==> src/rtl/ita_tile_streamer_if.sv <==
// Memory read port and vector stream port of the ITA tile streamer.
// The master modport is the streamer side; the slave modport is memory plus stream sink.
interface ita_tile_streamer_if #(
  parameter int unsigned N  = 16,
  parameter int unsigned WI = 8,
  parameter int unsigned AW = 32
);
  logic            mem_req;
  logic            mem_gnt;
  logic [AW-1:0]   mem_addr;
  logic            mem_rvalid;
  logic [N*WI-1:0] mem_rdata;
  logic            valid;
  logic            ready;
  logic [N*WI-1:0] data;

  modport master (
    output mem_req, mem_addr, valid, data,
    input  mem_gnt, mem_rvalid, mem_rdata, ready
  );

  modport slave (
    input  mem_req, mem_addr, valid, data,
    output mem_gnt, mem_rvalid, mem_rdata, ready
  );
endinterface

==> src/rtl/ita_tile_streamer.sv <==
// Walks a 2-D tile of vectors in memory and streams them out through a credit-limited FIFO.
// Optional zero padding after each row is enabled with ITA_TILE_STREAMER_ZERO_PAD_EN.
module ita_tile_streamer #(
  parameter int unsigned N     = 16,
  parameter int unsigned WI    = 8,
  parameter int unsigned AW    = 32,
  parameter int unsigned DEPTH = 4,
  parameter int unsigned CW    = 16
) (
  input  logic          clk_i,
  input  logic          rst_i,
  input  logic          start_i,
  input  logic [AW-1:0] base_addr_i,
  input  logic [CW-1:0] num_rows_i,
  input  logic [CW-1:0] num_cols_i,
  input  logic [CW-1:0] row_stride_i,
  input  logic [CW-1:0] col_stride_i,
`ifdef ITA_TILE_STREAMER_ZERO_PAD_EN
  input  logic [CW-1:0] pad_cols_i,
`endif
  output logic          busy_o,
  output logic          done_o,
  ita_tile_streamer_if.master bus
);

  localparam int unsigned DW   = N * WI;
  localparam int unsigned PW   = $clog2(DEPTH);
  localparam int unsigned CNTW = $clog2(DEPTH + 1);
  localparam logic [CNTW:0] CREDITS = (CNTW + 1)'(DEPTH);

  typedef enum logic [1:0] {IDLE, REQ, DRAIN, FIN} state_e;

  state_e state_q, state_d;

  logic [CW-1:0]   rows_q, cols_q, row_stride_q, col_stride_q;
  logic [CW-1:0]   row_idx_q, col_idx_q;
  logic [AW-1:0]   row_base_q, addr_q;
  logic [CNTW-1:0] out_q, out_d;
  logic [CNTW-1:0] fifo_cnt_q, fifo_cnt_d;
  logic [PW-1:0]   wptr_q, rptr_q;
  logic [DW-1:0]   fifo_mem [DEPTH];

  logic credit_ok, gnt_fire, rsp_fire, push, pop, fifo_valid;
  logic last_col, last_row, row_end, tile_end, empty_tile;
  logic [DW-1:0] push_data;

  assign credit_ok  = ({1'b0, out_q} + {1'b0, fifo_cnt_q}) < CREDITS;
  assign gnt_fire   = bus.mem_req && bus.mem_gnt;
  // Responses with nothing outstanding are leftovers from an aborted transfer.
  assign rsp_fire   = bus.mem_rvalid && (out_q != '0);
  assign fifo_valid = (fifo_cnt_q != '0);
  assign pop        = fifo_valid && bus.ready;
  assign last_col   = (col_idx_q == cols_q - CW'(1));
  assign last_row   = (row_idx_q == rows_q - CW'(1));
  assign tile_end   = row_end && last_row;

`ifdef ITA_TILE_STREAMER_ZERO_PAD_EN
  logic          in_pad_q, pad_push, last_pad;
  logic [CW-1:0] pad_cols_q, pad_idx_q;

  // Pads wait for every outstanding read so they land behind the row's data.
  assign pad_push    = (state_q == REQ) && in_pad_q && credit_ok && (out_q == '0);
  assign last_pad    = (pad_idx_q == pad_cols_q - CW'(1));
  assign bus.mem_req = (state_q == REQ) && !in_pad_q && credit_ok;
  assign row_end     = (gnt_fire && last_col && (pad_cols_q == '0)) || (pad_push && last_pad);
  assign empty_tile  = (num_rows_i == '0) || ((num_cols_i == '0) && (pad_cols_i == '0));
  assign push        = rsp_fire || pad_push;
  assign push_data   = pad_push ? '0 : bus.mem_rdata;
`else
  assign bus.mem_req = (state_q == REQ) && credit_ok;
  assign row_end     = gnt_fire && last_col;
  assign empty_tile  = (num_rows_i == '0) || (num_cols_i == '0);
  assign push        = rsp_fire;
  assign push_data   = bus.mem_rdata;
`endif

  assign out_d      = out_q + CNTW'(gnt_fire) - CNTW'(rsp_fire);
  assign fifo_cnt_d = fifo_cnt_q + CNTW'(push) - CNTW'(pop);

  assign bus.mem_addr = addr_q;
  assign bus.valid    = fifo_valid;
  assign bus.data     = fifo_valid ? fifo_mem[rptr_q] : '0;

  // NOTE: state registers use non-blocking assignments so every flop samples pre-edge values.
  always_ff @(posedge clk_i) begin
    if (rst_i) state_q <= IDLE;
    else       state_q <= state_d;
  end

  // NOTE: every combinational output gets a default first, otherwise a missed branch infers a latch.
  always_comb begin
    state_d = state_q;
    busy_o  = (state_q != IDLE);
    done_o  = (state_q == FIN);
    unique case (state_q)
      IDLE:    if (start_i) state_d = empty_tile ? FIN : REQ;
      REQ:     if (tile_end) state_d = DRAIN;
      // Look at next-cycle counts so done follows the final handshake directly.
      DRAIN:   if ((out_d == '0) && (fifo_cnt_d == '0)) state_d = FIN;
      FIN:     state_d = IDLE;
      default: state_d = IDLE;
    endcase
  end

  always_ff @(posedge clk_i) begin
    if (rst_i) begin
      rows_q       <= '0;
      cols_q       <= '0;
      row_stride_q <= '0;
      col_stride_q <= '0;
      row_idx_q    <= '0;
      col_idx_q    <= '0;
      row_base_q   <= '0;
      addr_q       <= '0;
      out_q        <= '0;
      fifo_cnt_q   <= '0;
      wptr_q       <= '0;
      rptr_q       <= '0;
`ifdef ITA_TILE_STREAMER_ZERO_PAD_EN
      in_pad_q     <= 1'b0;
      pad_cols_q   <= '0;
      pad_idx_q    <= '0;
`endif
    end else begin
      out_q      <= out_d;
      fifo_cnt_q <= fifo_cnt_d;
      if (push) wptr_q <= wptr_q + PW'(1);
      if (pop)  rptr_q <= rptr_q + PW'(1);

      if (state_q == IDLE) begin
        if (start_i) begin
          rows_q       <= num_rows_i;
          cols_q       <= num_cols_i;
          row_stride_q <= row_stride_i;
          col_stride_q <= col_stride_i;
          row_idx_q    <= '0;
          col_idx_q    <= '0;
          row_base_q   <= base_addr_i;
          addr_q       <= base_addr_i;
`ifdef ITA_TILE_STREAMER_ZERO_PAD_EN
          pad_cols_q   <= pad_cols_i;
          pad_idx_q    <= '0;
          in_pad_q     <= (num_cols_i == '0);
`endif
        end
      end else if (state_q == REQ) begin
        // Incremental address walk: row base steps by row stride, column by column stride.
        if (row_end && !last_row) begin
          row_idx_q  <= row_idx_q + CW'(1);
          col_idx_q  <= '0;
          row_base_q <= row_base_q + AW'(row_stride_q);
          addr_q     <= row_base_q + AW'(row_stride_q);
`ifdef ITA_TILE_STREAMER_ZERO_PAD_EN
          in_pad_q   <= (cols_q == '0);
          pad_idx_q  <= '0;
`endif
        end else if (gnt_fire && !last_col) begin
          col_idx_q <= col_idx_q + CW'(1);
          addr_q    <= addr_q + AW'(col_stride_q);
`ifdef ITA_TILE_STREAMER_ZERO_PAD_EN
        end else if (gnt_fire && (pad_cols_q != '0)) begin
          in_pad_q  <= 1'b1;
          pad_idx_q <= '0;
        end else if (pad_push) begin
          pad_idx_q <= pad_idx_q + CW'(1);
`endif
        end
      end
    end
  end

  // NOTE: FIFO storage has no reset; data_o is masked by valid_o so stale entries never leak.
  always_ff @(posedge clk_i) begin
    if (push) fifo_mem[wptr_q] <= push_data;
  end

  a_no_overflow: assert property (@(posedge clk_i) disable iff (rst_i)
    !(push && !pop && (fifo_cnt_q == CNTW'(DEPTH))));

endmodule

==> src/flat_wrapper.sv <==
// flat-port wrapper written by rule: the top's interface ports become plain ports
module ita_tile_streamer_flat 
#(
  parameter int unsigned N     = 16,
  parameter int unsigned WI    = 8,
  parameter int unsigned AW    = 32,
  parameter int unsigned DEPTH = 4,
  parameter int unsigned CW    = 16
)
  (clk_i, rst_i, start_i, base_addr_i, num_rows_i, num_cols_i, row_stride_i, col_stride_i, busy_o, done_o, bus_mem_req, bus_mem_addr, bus_valid, bus_data, bus_mem_gnt, bus_mem_rvalid, bus_mem_rdata, bus_ready);
  ita_tile_streamer_if #(.N(N), .WI(WI), .AW(AW)) bus_i ();
  input  logic clk_i;
  input  logic rst_i;
  input  logic start_i;
  input  logic [AW-1:0] base_addr_i;
  input  logic [CW-1:0] num_rows_i;
  input  logic [CW-1:0] num_cols_i;
  input  logic [CW-1:0] row_stride_i;
  input  logic [CW-1:0] col_stride_i;
  output logic busy_o;
  output logic done_o;
  output wire logic [$bits(bus_i.mem_req)-1:0] bus_mem_req;
  output wire logic [$bits(bus_i.mem_addr)-1:0] bus_mem_addr;
  output wire logic [$bits(bus_i.valid)-1:0] bus_valid;
  output wire logic [$bits(bus_i.data)-1:0] bus_data;
  input wire logic [$bits(bus_i.mem_gnt)-1:0] bus_mem_gnt;
  input wire logic [$bits(bus_i.mem_rvalid)-1:0] bus_mem_rvalid;
  input wire logic [$bits(bus_i.mem_rdata)-1:0] bus_mem_rdata;
  input wire logic [$bits(bus_i.ready)-1:0] bus_ready;
  assign bus_mem_req = bus_i.mem_req;
  assign bus_mem_addr = bus_i.mem_addr;
  assign bus_valid = bus_i.valid;
  assign bus_data = bus_i.data;
  assign bus_i.mem_gnt = bus_mem_gnt;
  assign bus_i.mem_rvalid = bus_mem_rvalid;
  assign bus_i.mem_rdata = bus_mem_rdata;
  assign bus_i.ready = bus_ready;
  ita_tile_streamer #(.N(N), .WI(WI), .AW(AW), .DEPTH(DEPTH), .CW(CW)) u_core (.clk_i(clk_i), .rst_i(rst_i), .start_i(start_i), .base_addr_i(base_addr_i), .num_rows_i(num_rows_i), .num_cols_i(num_cols_i), .row_stride_i(row_stride_i), .col_stride_i(col_stride_i), .busy_o(busy_o), .done_o(done_o), .bus(bus_i));
endmodule
==> config.mk <==
export PLATFORM = sky130hd
export DESIGN_NAME = ita_tile_streamer_flat
export DESIGN_NICKNAME = d
export VERILOG_FILES = /design/src/rtl/ita_tile_streamer_if.sv /design/src/rtl/ita_tile_streamer.sv /design/src/flat_wrapper.sv
export SDC_FILE = /design/constraint.sdc
export NUM_CORES = 1
export LEC_CHECK = 0
export CORE_ASPECT_RATIO = 2
export CORE_MARGIN = 1.5
export CORE_UTILIZATION = 60
export CTS_CLUSTER_DIAMETER = 50
export DETAILED_ROUTE_END_ITERATION = 7
export GPL_TIMING_DRIVEN = 0
export PLACE_DENSITY = 0.87
export SLEW_MARGIN = 10
export SYNTH_ARGS = -nofsm -noshare
export SYNTH_HDL_FRONTEND = slang
export SYNTH_SLANG_ARGS = --single-unit
==> constraint.sdc <==
create_clock -name clk_i -period 15.3 [get_ports clk_i]
set_input_delay 3.06 -clock clk_i [delete_from_list [all_inputs] [get_ports clk_i]]
set_output_delay 3.06 -clock clk_i [all_outputs]
set_load 0.02 [all_outputs]
# Word-level counts from Yosys, hierarchy flattened
# Memory sizes are Yosys's and may differ from the RTL's. A register that Yosys moved wholly into a read port is not among the register bits.
# Index checks and enable logic that the tools add are counted.
[word_totals]
reg_bits = 172
ram_bits = 512
wordCells = 89
mem_count = 1
[mem_list]
columns = ["memory", "words", "word_bits", "rd", "rd_clocked_by_memory_dff", "wr", "line_no", "source"]
rows = [
  ["u_core.fifo_mem", 4, 128, 1, 1, 1, "ita_tile_streamer.sv:41", "logic [DW-1:0] fifo_mem [DEPTH];"],
]
[classes]
add_sub_neg = 13
order_cmp = 1
eq_ne = 8
mux = 26
n_reduce_logical = 27
[ops]
columns = ["operator", "n"]
rows = [
  ["2-to-1 mux 32 bit", 8],
  ["2-to-1 mux 128 bit", 1],
  ["2-to-1 mux 16 bit", 8],
  ["adder 32 x 16 -> 32 bit", 2],
  ["adder 16 x 1 -> 16 bit, second input constant", 2],
  ["== test 16 bit", 2],
  ["logical NOT 16 bit", 2],
  ["subtractor 16 x 1 -> 16 bit, second input constant", 2],
  ["2-to-1 mux 2 bit", 6],
  ["logical AND 1 bit", 9],
  ["AND reduction 3 bit", 3],
  ["nonzero test 3 bit", 3],
  ["case mux 2 bit (4 select lines)", 1],
  ["adder 3 x 1 -> 3 bit", 2],
  ["logical NOT 3 bit", 2],
  ["nonzero test 2 bit", 3],
  ["subtractor 3 x 1 -> 3 bit", 2],
  ["adder 2 x 1 -> 2 bit, second input constant", 2],
  ["adder 3 x 3 -> 4 bit", 1],
  ["== test 2 bit, second input constant", 2],
  ["< comparator 4 x 3 -> 1 bit, second input constant", 1],
  ["inequality test 2 x 1 -> 1 bit, second input constant", 2],
  ["== test 2 x 1 -> 1 bit, second input constant", 1],
  ["logical NOT 1 bit", 2],
  ["5 further kinds", 6],
]

# Longest topological paths before layout
[depth]
word_depth = 10
ltp_mapped = 15
ltp_nobuf = 15

# Worst setup path before layout
# Ideal clock, no wire load.
[synth_timing]
path_kind = "input to register"
from = "input port bus_mem_rvalid"
to = "memory u_core.fifo_mem[0][0] (netlist name) (enable)"
setup_time_ns = 0.502
t_arrival_ns = 6.410
setup_slack_ns = 8.388
stages = 3
path_cell_list = "o31a_1 clkbuf_1 and2_1"
[synth_between]
elab_chain_cells = 3
[synth_rtl]
columns = ["item", "line_no", "source"]
rows = [
  ["start, declared", "flat_wrapper.sv:27", "input wire logic [$bits(bus_i.mem_rvalid)-1:0] bus_mem_rvalid;"],
  ["logical AND 1 bit", "ita_tile_streamer.sv:50", "assign rsp_fire = bus.mem_rvalid && (out_q != '0);"],
  ["net u_core.push", "ita_tile_streamer.sv:43", "logic credit_ok, gnt_fire, rsp_fire, push, pop, fifo_valid;"],
  ["2-to-1 mux 1 bit", "ita_tile_streamer.sv:174", "if (push) fifo_mem[wptr_q] <= push_data;"],
  ["2-to-1 mux 1 bit (implied by the code)", "ita_tile_streamer.sv:174", ""],
  ["end, declared", "ita_tile_streamer.sv:41", ""],
]
# The timed path passes the listed nets, and every way through them passes these cells.

==> results_dict.tcl <==
set metrics [dict create \
    hold_path.class "register to register" \
    drt_iter0_drc 2531 \
    initial_core_util_pct 60.9 \
    max_freq_ghz 0.144 \
    syn_nets 2556 \
    layout-drive-gt1-share_pct 10.0 \
    final_common_cell "edfxtp_1" \
    crit_fanout 10 \
    setup-tns-final_ns 0 \
    required_ns 12.24 \
    clk_path_buf_depth 3 \
    coreArea_um2 50100 \
    vias 22915 \
    synth_cells 2272 \
    gr-total-overflow 0 \
    final_cell_mix "edfxtp_1 (512), clkdlybuf4s50_1 (392), nand2_1 (216)" \
    start_kind "register" \
    synthXorXnorAreaFrac_pct 2.38 \
    setup_violations 0 \
    clock-root-buffer "clkbuf_16" \
    portBuffers 392 \
    maxSlewViolCount 0 \
    internal_power_mw 4.25 \
    wire_per_inst_um 31.0 \
    maxCapViolations 0 \
    area_delta_synth_final_pct 22.7 \
    ys_ff_latch 686 \
    io_pins 394 \
    yosys.area_share.simple_pct 11.4 \
    syn_area_um2 30500 \
    rows 116 \
    rsz0062_at_grt "no" \
    fin_util_pct 74.7 \
    routed_wl_mm 107 \
    drc 0 \
    cpPeakStageDelay_ns 0.81 \
    clkPwrFrac_pct 22.2 \
    fin_nets 3017 \
    die_area_um2 52300 \
    outcome "finished, final reports clean" \
    cts_buffers 58 \
    fin_cells 3448 \
    yosys_most_used_dff "edfxtp_1" \
    cts.sinks 686 \
    comb_power_share_pct 42.7 \
    cts_tree "yes" \
    gp_congestion 1.03 \
    crit_slowest_cell "buf_1" \
    leakagePower_nw 12.4 \
    cp_cell_sequence "clkbuf_1 > buf_1 > mux4_2 > and2_1 > clkdlybuf4s50_1" \
    dieWidth_um 162 \
    synth-compound-area-share_pct 9.58 \
    async_flop_share_pct 0 \
    antenna_found_initial 26 \
    cts_resized 0 \
    hold_violations 0 \
    post_cts_buffers 0 \
    relSlewSlack_pct 15.6 \
    synthMuxAreaShare_pct 9.99 \
    cts_hold_buffers 0 \
    synth_adder_area_share_pct 2.31 \
    antenna_left 0 \
    grt_pass1_wl_mm 150 \
    synth_edf_count 512 \
    synth_cell_types 80 \
    arrival_ns 3.87 \
    period_needed_ns 6.93 \
    first_pass_iters 6 \
    h-tree-depth 2 \
    dp_hpwl_mm 71.1 \
    power_density_nw_per_um2 186 \
    peakVddDrop_uv 149 \
    p_sw_share_pct 39.0 \
    seqPwrFrac_pct 35.1 \
    avgSynthCellArea_um2 13.4 \
    tightest_slew_ns 1.27 \
    switchingPower_mw 2.71 \
    insertion_delay_ns 0.63 \
    dp.cells 3321 \
    die_y_um 322 \
    synth_top_family_by_area "simple AND/OR/NAND/NOR gates" \
    grt_pass1_vias 23443 \
    post-route-period-util_pct 45.3 \
    endpoint_kind "output pin" \
    crit_type "register to output pin" \
    yosysWarnings 0 \
    via_per_inst 6.65 \
    grt_max_degree 55 \
    grt_usage_pct 39.9 \
    ys_seq_area_share_pct 61.9 \
    clk_pin_slew_ns 0.07 \
    skew_ns 0.0181 \
]
[cells by family (layout without fill, tap and decap cells)]
logic type               after synthesis  in the layout
flip-flops                           686            686
AND/OR/NAND/NOR                      684            684
AO/OA/AOI/OAI                        442            442
buffers and inverters                179            687
multiplexers                         144            144
XOR/XNOR                              83             83
adder cells (fa/ha/maj)               54             54
other                                  0             19
[registers in the layout (all words and copies together) (netlist names), named ones only]
signal               flops
u_core.fifo_mem        512
u_core.bus.mem_addr     32
u_core.row_base_q       32
u_core.col_idx_q        16
u_core.col_stride_q     16
u_core.cols_q           16
u_core.row_idx_q        16
u_core.row_stride_q     16
u_core.rows_q           16
u_core.fifo_cnt_q        3
u_core.out_q             3
u_core.rptr_q            2
u_core.state_q           2
u_core.wptr_q            2
[metrics by stage]
step	total power, mW	hold WS (ns)	instance area [um^2]	setup slack [ns]
2_1_floorplan	4.08	0.440	30500	8.39
3_3_place_gp	5.22	0.450	35200	5.74
3_5_place_dp	5.30	0.454	35500	8.51
4_1_cts	6.85	0.463	37400	8.32
5_1_grt	7.16	0.479	37400	8.17
6_report	6.96	0.463	37400	8.37
[final timing paths]
kind / from / end / slack [ns] / cells after the start
worst max-delay path: register / bus_data[98] / 8.37 / 5
worst min-delay path: u_core.row_stride_q[6]$_SDFFE_PP0P_ / u_core.row_stride_q[6]$_SDFFE_PP0P_ / 0.46 / 2
worst max register to register: u_core.rows_q[2]$_SDFFE_PP0P_ / u_core.col_idx_q[5]$_SDFFE_PP0P_ / 9.96 / 11
worst min register to register: u_core.row_stride_q[6]$_SDFFE_PP0P_ / u_core.row_stride_q[6]$_SDFFE_PP0P_ / 0.46 / 2
[synthesized netlist by cell type (all sizes together) (37+ instances only)]
master / n / share of area [%]
buf: 44 / 0.78
mux4: 128 / 9.5
nor2: 98 / 1.2
clkbuf: 95 / 1.2
inv: 38 / 0.47
a21oi: 176 / 2.9
edfxtp: 512 / 50
ha: 50 / 2.1
nand2: 216 / 2.7
nand3: 52 / 0.85
and2: 138 / 2.8
xor2: 37 / 1.1
dfxtp: 174 / 11
xnor2: 46 / 1.3
o21ai: 53 / 0.88
[worst max-delay path, delay by kind of cell, from the launching register on]
| kind | cells | cell delay [ns] |
|---|---|---|
| and+or+nand+nor | 1 | 0.21 |
| DFF | 1 | 0.34 |
| buffers and inverters | 3 | 2.03 |
| muxes | 1 | 0.65 |
[per-layer routing]
| layer | global-route usage (%) | up-vias | routed length, um |
|---|---|---|---|
| met3 | 11.6 | 433 | 10300 |
| met4 | 28.6 | 20 | 9310 |
| met5 | 0 | - | 138 |
| li1 | - | 9636 | - |
| met2 | 70.0 | 1557 | 54400 |
| met1 | 39.8 | 11269 | 32600 |
[cell type report]
cell class                      instances  area, um^2
Clock buffer                           70        1500
Multi-Input combinational cell       1407       10900
Fill cell                            2983       12700
Buffer                                139         597
Antenna cell                           19        47.5
Tap cell                              649         812
Inverter                               40         150
Clock inverter                         37         405
Timing Repair Buffer                  401        4140
Sequential cell                       686       18900
[power groups by stage]
| stage | combinational [mW] | clock (mW) | sequential, mW |
|---|---|---|---|
| after floorplan | 1.63 | 0 | 2.46 |
| after global placement | 2.74 | 0 | 2.48 |
| after detailed placement | 2.84 | 0 | 2.46 |
| after CTS | 2.90 | 1.52 | 2.43 |
| after global routing | 3.11 | 1.60 | 2.46 |
| final | 2.98 | 1.54 | 2.45 |
No activity file was read; power rests on OpenSTA's default activity.
